`src/rtl/mem_loader.sv`:
```
`default_nettype none
// +----------------------------------------------------------------------------+
// | mem_loader: writes an external byte stream into RAM over the shared bus   |
// | while the CPU is parked. Optional readback verify: LOADER_VERIFY_EN.      |
// | Revision: 1.0                                                              |
// +----------------------------------------------------------------------------+
module mem_loader (
   input  logic        clk,
   input  logic        rst,
   output logic        hold_req,
   input  logic        hold_ack,
   input  logic        cmd_valid,
   output logic        cmd_ready,
   input  logic [15:0] cmd_addr,
   input  logic [7:0]  cmd_data,
   input  logic        cmd_last,
   output logic [15:0] bus_out,
   output logic        bus_drive,
   input  logic [15:0] bus_in,
   output logic        mar_loadh,
   output logic        mar_loadl,
   output logic        ram_load,
   output logic        mdr_load,
   output logic        mdr_en,
   output logic        busy,
   output logic        done,
   output logic        err
);

   localparam logic [3:0] c_st_idle  = 4'd0;
   localparam logic [3:0] c_st_req   = 4'd1;
   localparam logic [3:0] c_st_grant = 4'd2;
   localparam logic [3:0] c_st_marh  = 4'd3;
   localparam logic [3:0] c_st_marl  = 4'd4;
   localparam logic [3:0] c_st_write = 4'd5;
   localparam logic [3:0] c_st_rel   = 4'd6;
`ifdef LOADER_VERIFY_EN
   localparam logic [3:0] c_st_rdl   = 4'd7;
   localparam logic [3:0] c_st_rdc   = 4'd8;
`endif

   logic [3:0]  r_state;
   logic [3:0]  w_state_nxt;
   logic [15:0] r_addr;
   logic [7:0]  r_data;
   logic        r_last;
   logic [7:0]  r_cache_hi;
   logic        r_cache_vld;
   logic        r_err;
   logic        w_in_xfer;
   logic        w_abort;
   logic        w_accept;
   logic        w_page_hit;

   // States in which the bus is owned; losing hold_ack here aborts the transfer
   always_comb begin
      w_in_xfer = 1'b0;
      case (r_state)
         c_st_grant, c_st_marh, c_st_marl, c_st_write: w_in_xfer = 1'b1;
`ifdef LOADER_VERIFY_EN
         c_st_rdl, c_st_rdc:                           w_in_xfer = 1'b1;
`endif
         default:                                      w_in_xfer = 1'b0;
      endcase
   end

   assign w_abort    = w_in_xfer & ~hold_ack;
   assign w_accept   = (r_state == c_st_grant) & cmd_valid & hold_ack;
   assign w_page_hit = r_cache_vld & (cmd_addr[15:8] == r_cache_hi);

`ifdef LOADER_VERIFY_EN
   logic w_unused_bus;
   assign w_unused_bus = ^bus_in[15:8];
`else
   logic w_unused_bus;
   assign w_unused_bus = ^bus_in;
`endif

   // State register
   always_ff @(posedge clk or posedge rst) begin
      if (rst) begin
         r_state <= c_st_idle;
      end else begin
         r_state <= w_state_nxt;
      end
   end

   // Next-state logic
   always_comb begin
      w_state_nxt = r_state;
      case (r_state)
         c_st_idle: begin
            if (cmd_valid) begin
               w_state_nxt = c_st_req;
            end
         end
         c_st_req: begin
            if (hold_ack) begin
               w_state_nxt = c_st_grant;
            end
         end
         c_st_grant: begin
            if (cmd_valid) begin
               w_state_nxt = w_page_hit ? c_st_marl : c_st_marh;
            end
         end
         c_st_marh: begin
            w_state_nxt = c_st_marl;
         end
         c_st_marl: begin
            w_state_nxt = c_st_write;
         end
         c_st_write: begin
`ifdef LOADER_VERIFY_EN
            w_state_nxt = c_st_rdl;
`else
            w_state_nxt = r_last ? c_st_rel : c_st_grant;
`endif
         end
`ifdef LOADER_VERIFY_EN
         c_st_rdl: begin
            w_state_nxt = c_st_rdc;
         end
         c_st_rdc: begin
            w_state_nxt = r_last ? c_st_rel : c_st_grant;
         end
`endif
         c_st_rel: begin
            w_state_nxt = c_st_idle;
         end
         default: begin
            w_state_nxt = c_st_idle;
         end
      endcase
      // An abort overrides any normal progression, including a GRANT handshake
      if (w_abort) begin
         w_state_nxt = c_st_rel;
      end
   end

   // Command latch, high-byte cache and sticky error
   always_ff @(posedge clk or posedge rst) begin
      if (rst) begin
         r_addr      <= 16'h0000;
         r_data      <= 8'h00;
         r_last      <= 1'b0;
         r_cache_hi  <= 8'h00;
         r_cache_vld <= 1'b0;
         r_err       <= 1'b0;
      end else begin
         if (w_accept) begin
            r_addr <= cmd_addr;
            r_data <= cmd_data;
            r_last <= cmd_last;
         end
         case (r_state)
            c_st_idle: begin
               if (cmd_valid) begin
                  r_err       <= 1'b0;
                  r_cache_vld <= 1'b0;
               end
            end
            c_st_marh: begin
               r_cache_hi  <= r_addr[15:8];
               r_cache_vld <= 1'b1;
            end
            c_st_rel: begin
               r_cache_vld <= 1'b0;
            end
`ifdef LOADER_VERIFY_EN
            c_st_rdc: begin
               if (bus_in[7:0] != r_data) begin
                  r_err <= 1'b1;
               end
            end
`endif
            default: begin
            end
         endcase
         if (w_abort) begin
            r_err <= 1'b1;
         end
      end
   end

   // Moore output decode
   always_comb begin
      hold_req  = 1'b0;
      cmd_ready = 1'b0;
      bus_out   = 16'h0000;
      bus_drive = 1'b0;
      mar_loadh = 1'b0;
      mar_loadl = 1'b0;
      ram_load  = 1'b0;
      mdr_load  = 1'b0;
      mdr_en    = 1'b0;
      done      = 1'b0;
      busy      = (r_state != c_st_idle);
      err       = r_err;
      case (r_state)
         c_st_req: begin
            hold_req = 1'b1;
         end
         c_st_grant: begin
            hold_req  = 1'b1;
            cmd_ready = 1'b1;
         end
         c_st_marh: begin
            hold_req  = 1'b1;
            bus_drive = 1'b1;
            bus_out   = {8'h00, r_addr[15:8]};
            mar_loadh = 1'b1;
         end
         c_st_marl: begin
            hold_req  = 1'b1;
            bus_drive = 1'b1;
            bus_out   = {8'h00, r_addr[7:0]};
            mar_loadl = 1'b1;
         end
         c_st_write: begin
            hold_req  = 1'b1;
            bus_drive = 1'b1;
            bus_out   = {8'h00, r_data};
            ram_load  = 1'b1;
         end
`ifdef LOADER_VERIFY_EN
         c_st_rdl: begin
            hold_req = 1'b1;
            mdr_load = 1'b1;
         end
         c_st_rdc: begin
            hold_req = 1'b1;
            mdr_en   = 1'b1;
         end
`endif
         c_st_rel: begin
            done = 1'b1;
         end
         default: begin
         end
      endcase
   end

endmodule
`default_nettype wire

```
`config.mk`:
```
export PLATFORM = sky130hd
export DESIGN_NAME = mem_loader
export DESIGN_NICKNAME = d
export VERILOG_FILES = /design/src/rtl/mem_loader.sv
export SDC_FILE = /design/constraint.sdc
export NUM_CORES = 1
export LEC_CHECK = 0
export BUFFER_PORTS_ARGS = -buffer_cell sky130_fd_sc_hd__buf_2
export CAP_MARGIN = 40
export CORE_ASPECT_RATIO = 0.9
export CORE_MARGIN = 2
export CORE_UTILIZATION = 40
export DETAILED_ROUTE_END_ITERATION = 6
export HOLD_SLACK_MARGIN = 0.02
export PLACE_DENSITY = 0.67
export SLEW_MARGIN = 25
export SYNTH_ARGS = -nofsm -noshare
export SYNTH_HDL_FRONTEND = slang
export SYNTH_SLANG_ARGS = --single-unit
```
`constraint.sdc`:
```
create_clock -name clk -period 1.54 [get_ports clk]
set_input_delay 0.462 -clock clk [delete_from_list [all_inputs] [get_ports clk]]
set_output_delay 0.462 -clock clk [all_outputs]
set_load 0.1 [all_outputs]
```
# After elaboration in Yosys (flattened, before gate mapping)
# Index checks and enable logic that the tools add are counted.
# word_totals
out_inout_bits	27
input_bits	45
ff_bits	39
word_cells	54
# classes
n_mux	20
bitwise	5
reduce_logical	11
n_eq_ne	11
# ops
op	count
4-bit one-hot mux with 6 select lines	1
8-bit one-hot mux with 3 select lines	1
4-bit 2-to-1 mux	4
4-bit by 3-bit equality test with 1-bit output (second input constant)	3
1-bit 2-to-1 mux	11
3-bit inequality test (second input constant)	3
4-bit by 2-bit equality test with 1-bit output (second input constant)	2
8-bit equality test	1
3-bit 2-to-1 mux	2
5-bit OR reduction	1
1-bit bitwise AND	4
4-bit by 1-bit equality test with 1-bit output (second input constant)	1
4-bit logical NOT	1
2-bit AND reduction	2
2-bit nonzero test	2
4-bit nonzero test	1
4-bit OR reduction	1
1-bit one-hot mux with 3 select lines	1
3-bit AND reduction	1
3-bit nonzero test	1
3-bit OR reduction	1
2-bit inequality test (second input constant)	1
1-bit NOT	1

# Longest topological paths before layout
# logic_depth
depth_word	6
depth_mapped	5

# Worst setup path after synthesis
# Ideal clock, no wire load.
# synth_timing
path_type	reg-to-output
start	register r_state[0]
end	output port bus_out[2]
slack_ns	-1.911
t_arrival_ns	2.989
path_stages_with_launch	5
required_ns	1.078
cell_sequence	dfrtp_1 buf_2 buf_2 mux2i_1 o21ai_0
# synth_between
elab_chain_len	2
word_cells_on_any_way	4
# synth_rtl
item	line_no	rtl
from (decl)	42	logic [3:0] r_state;
from (signal assigned)	82	r_state <= c_st_idle;
from (signal assigned)	84	r_state <= w_state_nxt;
4-bit by 3-bit equality test with 1-bit output or 4-bit by 2-bit equality test with 1-bit output (tied branches)	200	case (r_state)
8-bit one-hot mux with 3 select lines (*)	200	
to (decl)	17	output logic [15:0] bus_out,
# Every way passes the cells marked *; elsewhere a longest branch is shown, timed or not.

# Final worst setup path
# layout_timing
start	register r_state[2]
end	output port cmd_ready
# layout_between
elab_chain_len	2
# layout_rtl
item	line_no	rtl
4-bit by 2-bit equality test with 1-bit output	200	
1-bit 2-to-1 mux	200	
to (decl)	13	output logic cmd_ready,
# No other way between the ends.

==> reports/qor.log <==
INFO  yosys          synth_area_leaders=sky130_fd_sc_hd__dfrtp_1, sky130_fd_sc_hd__mux2_4, sky130_fd_sc_hd__nand2_1
INFO  placement      placed_cells_incl_taps=293
INFO  clock_network  post_cts_hold_buffer_count=0
INFO  yosys          synth_edf_count=0
INFO  detailed_routing dr.first_iter.drc_count=83
INFO  detailed_routing drt-wirelength-per-cell=16.3µm
INFO  clock_network  cts_tree=yes
INFO  clock_network  count_of_clock_tree_sinks=38
INFO  finish         layout.nets=291
INFO  global_route   grt_start_max_net_pins=39
INFO  yosys          yosys.cell_types.count=31
INFO  sta            finalCriticalPeriod=1.93ns
INFO  critical_path  worst-path-max-fanout=4
INFO  detailed_routing finalWirelength=5050µm
INFO  yosys          post_synth_top_flop=sky130_fd_sc_hd__dfrtp_1
INFO  run            cap_viol_max_count=0
INFO  sta            final_max_slew_viol_count=0
INFO  die            initial_core_util=0.426
INFO  global_route   global_route.overflow_total=0
INFO  placement      place_hpwl=3050µm
INFO  yosys          portion_of_synthesized_cell_area_occupied_by_the_leading_cell_type=0.491
INFO  placement      numPortBuffers=45
INFO  finish         multiInputGateArea=0.00115mm²
INFO  clock_network  clockRootBuffer=sky130_fd_sc_hd__clkbuf_8
INFO  detailed_routing via_count=1,513
INFO  clock_network  cts-root-to-sink-buffers=2
INFO  sta            fin_crit_sh=1.25
INFO  power          p_switching=3.83mW
INFO  sta            finalClockSkew=0.00919ns
INFO  placement      dpl_worst_slack=-0.136ns
INFO  clock_network  cts_made_buffers=5
INFO  worst_hold_path min_path_type=in2async
INFO  power          power.density_cell_area=2620mW/mm²
INFO  finish         regArea=955µm²
INFO  outcome        run_status=finished with violations
INFO  yosys          yosysTopAreaCell=sky130_fd_sc_hd__dfrtp_1
INFO  sta            timing.hold.ws=0.212ns
INFO  power          intPower=4.32mW
INFO  clock_network  clk_pin_slew_worst_paths=0.08ns
INFO  sta            fin_setup_tns=-7.04ns
INFO  finish         final_cell_count_no_fill=309
INFO  sta            hold_violations=0
INFO  yosys          synth-async-reset-ratio=1.00
INFO  power          seq_power_share=0.234
INFO  finish         num_antenna_cells=0
INFO  power          switching_share=0.470
INFO  power          p_comb_frac=0.663
INFO  yosys          yosysMostFrequentCell=sky130_fd_sc_hd__dfrtp_1
INFO  detailed_routing remaining_drc_errors=0
INFO  critical_path  endpoint_kind=primary output
INFO  power          worst_ir_drop_vdd=1270µV
INFO  detailed_routing pre_antenna_drt_iters=4
INFO  yosys          synthesis.area_per_instance=11.3µm²
INFO  yosys          post_synth_inst_count=171
INFO  finish         fillCellCount=335
INFO  yosys          yosys_register_bits=38
INFO  die            die_h=70.0µm
INFO  finish         drive_gt1_frac=0.611
INFO  power          clockPowerShare=0.103
INFO  yosys          syn-cell-area=0.00194mm²
INFO  global_route   grt_pass1_vias=1,656
INFO  yosys          synthesis.yosys.warnings=0
INFO  die            fp.coreArea=0.00455mm²
INFO  global_route   global_route.usage.total=0.207
INFO  sta            maximum_frequency_from_static_timing_analysis=517MHz
INFO  detailed_routing avgViaCountPerCell=4.90
INFO  critical_path  worst-setup-path-type=reg2out
INFO  outcome        violated_checks=setup timing
INFO  critical_path  critPathLaunchType=register
INFO  die            full_die_area=0.00541mm²
INFO  die            top_level_pins=72
INFO  critical_path  worst-endpoint-required=1.08ns
INFO  die            rows=23
INFO  finish         areaGrowthSynthToFinish=60.8%
INFO  die            die_w=77.3µm
INFO  critical_path  worstPathArrival=1.47ns
INFO  yosys          most_frequent_cells_after_synthesis=sky130_fd_sc_hd__dfrtp_1, sky130_fd_sc_hd__nand2_1, sky130_fd_sc_hd__mux2_4
INFO  global_route   wire_length_of_the_first_global_routing_pass=8620µm
INFO  global_route   grt_antenna_before_repair=0
INFO  yosys          sequential_share_of_the_synthesized_area=0.491
INFO  clock_network  htree_num_levels=2
INFO  detailed_routing antenna_left=0
INFO  power          p_leak=1.49nW
INFO  sta            setup-violations-final=41
INFO  placement      gp_congestion=0.857
INFO  sta            unrepaired_setup_endpoints_after_global_routing=yes
INFO  clock_network  later_pin_clock_latency_in_the_skew_report=0.29ns
INFO  sta            setup_slack=-0.393ns
[flip-flops by register name, summed over array words and instances, names as in the netlist]
signal,flops
r_addr,16
r_cache_hi,8
r_data,8
r_state,3
err,1
r_cache_vld,1
r_last,1
[layout make-up]
| class | count | area share |
|---|---|---|
| repair buffers | 73 | 0.252 |
| clock buffers | 5 | 0.0221 |
| multi-input cells | 122 | 0.368 |
| flip-flops and latches | 38 | 0.307 |
| well taps | 62 | 0.0249 |
| inverters | 6 | 0.0133 |
| clock inverters | 3 | 0.0129 |
[worst max-delay path: stages, from the launching register on]
cell	delay [ns]
sky130_fd_sc_hd__dfrtp_2	0.47
sky130_fd_sc_hd__buf_6	0.15
sky130_fd_sc_hd__or2b_1	0.25
sky130_fd_sc_hd__nor2_4	0.12
sky130_fd_sc_hd__buf_12	0.18
[through the flow]
| step | instance area, µm² | total power [mW] | utilization |
|---|---|---|---|
| after floorplan | 2180 | 5.20 | - |
| after global placement | 2780 | 6.60 | 0.612 |
| after detailed placement | 2780 | 6.66 | 0.612 |
| after CTS | 3180 | 8.13 | 0.700 |
| after global routing | 3110 | 8.51 | 0.684 |
| final | 3110 | 8.15 | 0.684 |
[per-layer routing]
metal,track usage,part of all wire,up-vias
li1,-,-,704
met1,0.264,0.43,750
met2,0.339,0.50,49
met3,0.0504,0.044,10
met4,0.0813,0.019,0
met5,0,0,-
[logic make-up after synthesis]
family / Yosys count / synth area share
compound gates: 21 / 0.0621
xor+xnor: 8 / 0.0362
buf+inv: 21 / 0.0692
flops: 38 / 0.491
mux: 33 / 0.224
other cells: 1 / 0.00194
simple gates: 49 / 0.116
[layout by cell type (no fill, tap or decap), types with 3 or more instances in the layout]
cell type                  synthesis  layout
sky130_fd_sc_hd__o21ai_4           0       8
sky130_fd_sc_hd__mux2_4           19      20
sky130_fd_sc_hd__buf_4            10      15
sky130_fd_sc_hd__mux2_2            6       5
sky130_fd_sc_hd__buf_6             2       8
sky130_fd_sc_hd__mux2i_2           0       8
sky130_fd_sc_hd__nand2_1          33      22
sky130_fd_sc_hd__buf_2             2      28
sky130_fd_sc_hd__dfrtp_2           0       3
sky130_fd_sc_hd__inv_1             5       3
sky130_fd_sc_hd__conb_1            1      10
sky130_fd_sc_hd__o21ai_0          13       5
sky130_fd_sc_hd__dfrtp_1          38      35
sky130_fd_sc_hd__clkbuf_8          0       5
sky130_fd_sc_hd__buf_12            0      22
sky130_fd_sc_hd__nand2_2           1       7
sky130_fd_sc_hd__nand2_8           0       3
sky130_fd_sc_hd__xnor2_1           6       6
sky130_fd_sc_hd__a21oi_1           3       3
sky130_fd_sc_hd__nand2_4           0       3
sky130_fd_sc_hd__nor2_4            0       6
[power groups by stage]
stage	sequential [mW]	clock, mW	combinational (mW)
after CTS	1.89	0.849	5.39
after global routing	1.97	0.915	5.63
after detailed placement	1.83	0	4.83
after global placement	1.82	0	4.78
final	1.90	0.839	5.41
after floorplan	1.84	0	3.37
[path summary, 6_finish.rpt]
check / slack [ns] / depth (start not counted) / endpoint / startpoint
max in group asynchronous: 1.12 / 3 / r_state[1] / rst
min in group clk: 0.39 / 2 / r_addr[2] / cmd_addr[2]
worst max-delay path: -0.39 / 4 / cmd_ready / r_state[2]
worst max register to register: -0.08 / 6 / r_addr[9] / r_state[0]
worst min register to register: 0.50 / 2 / r_cache_hi[5] / r_cache_hi[5]
worst min-delay path: 0.21 / 3 / r_last / rst
[repair_timing]
| action | CTS | global route |
|---|---|---|
| gates resized for setup | 35 | 8 |
| pin swaps | 8 | 4 |
| endpoints found under the setup margin | 41 | 43 |
| setup buffers | 7 | 1 |
| cloned | 4 | 0 |
Power figures use the tool's default switching activity.
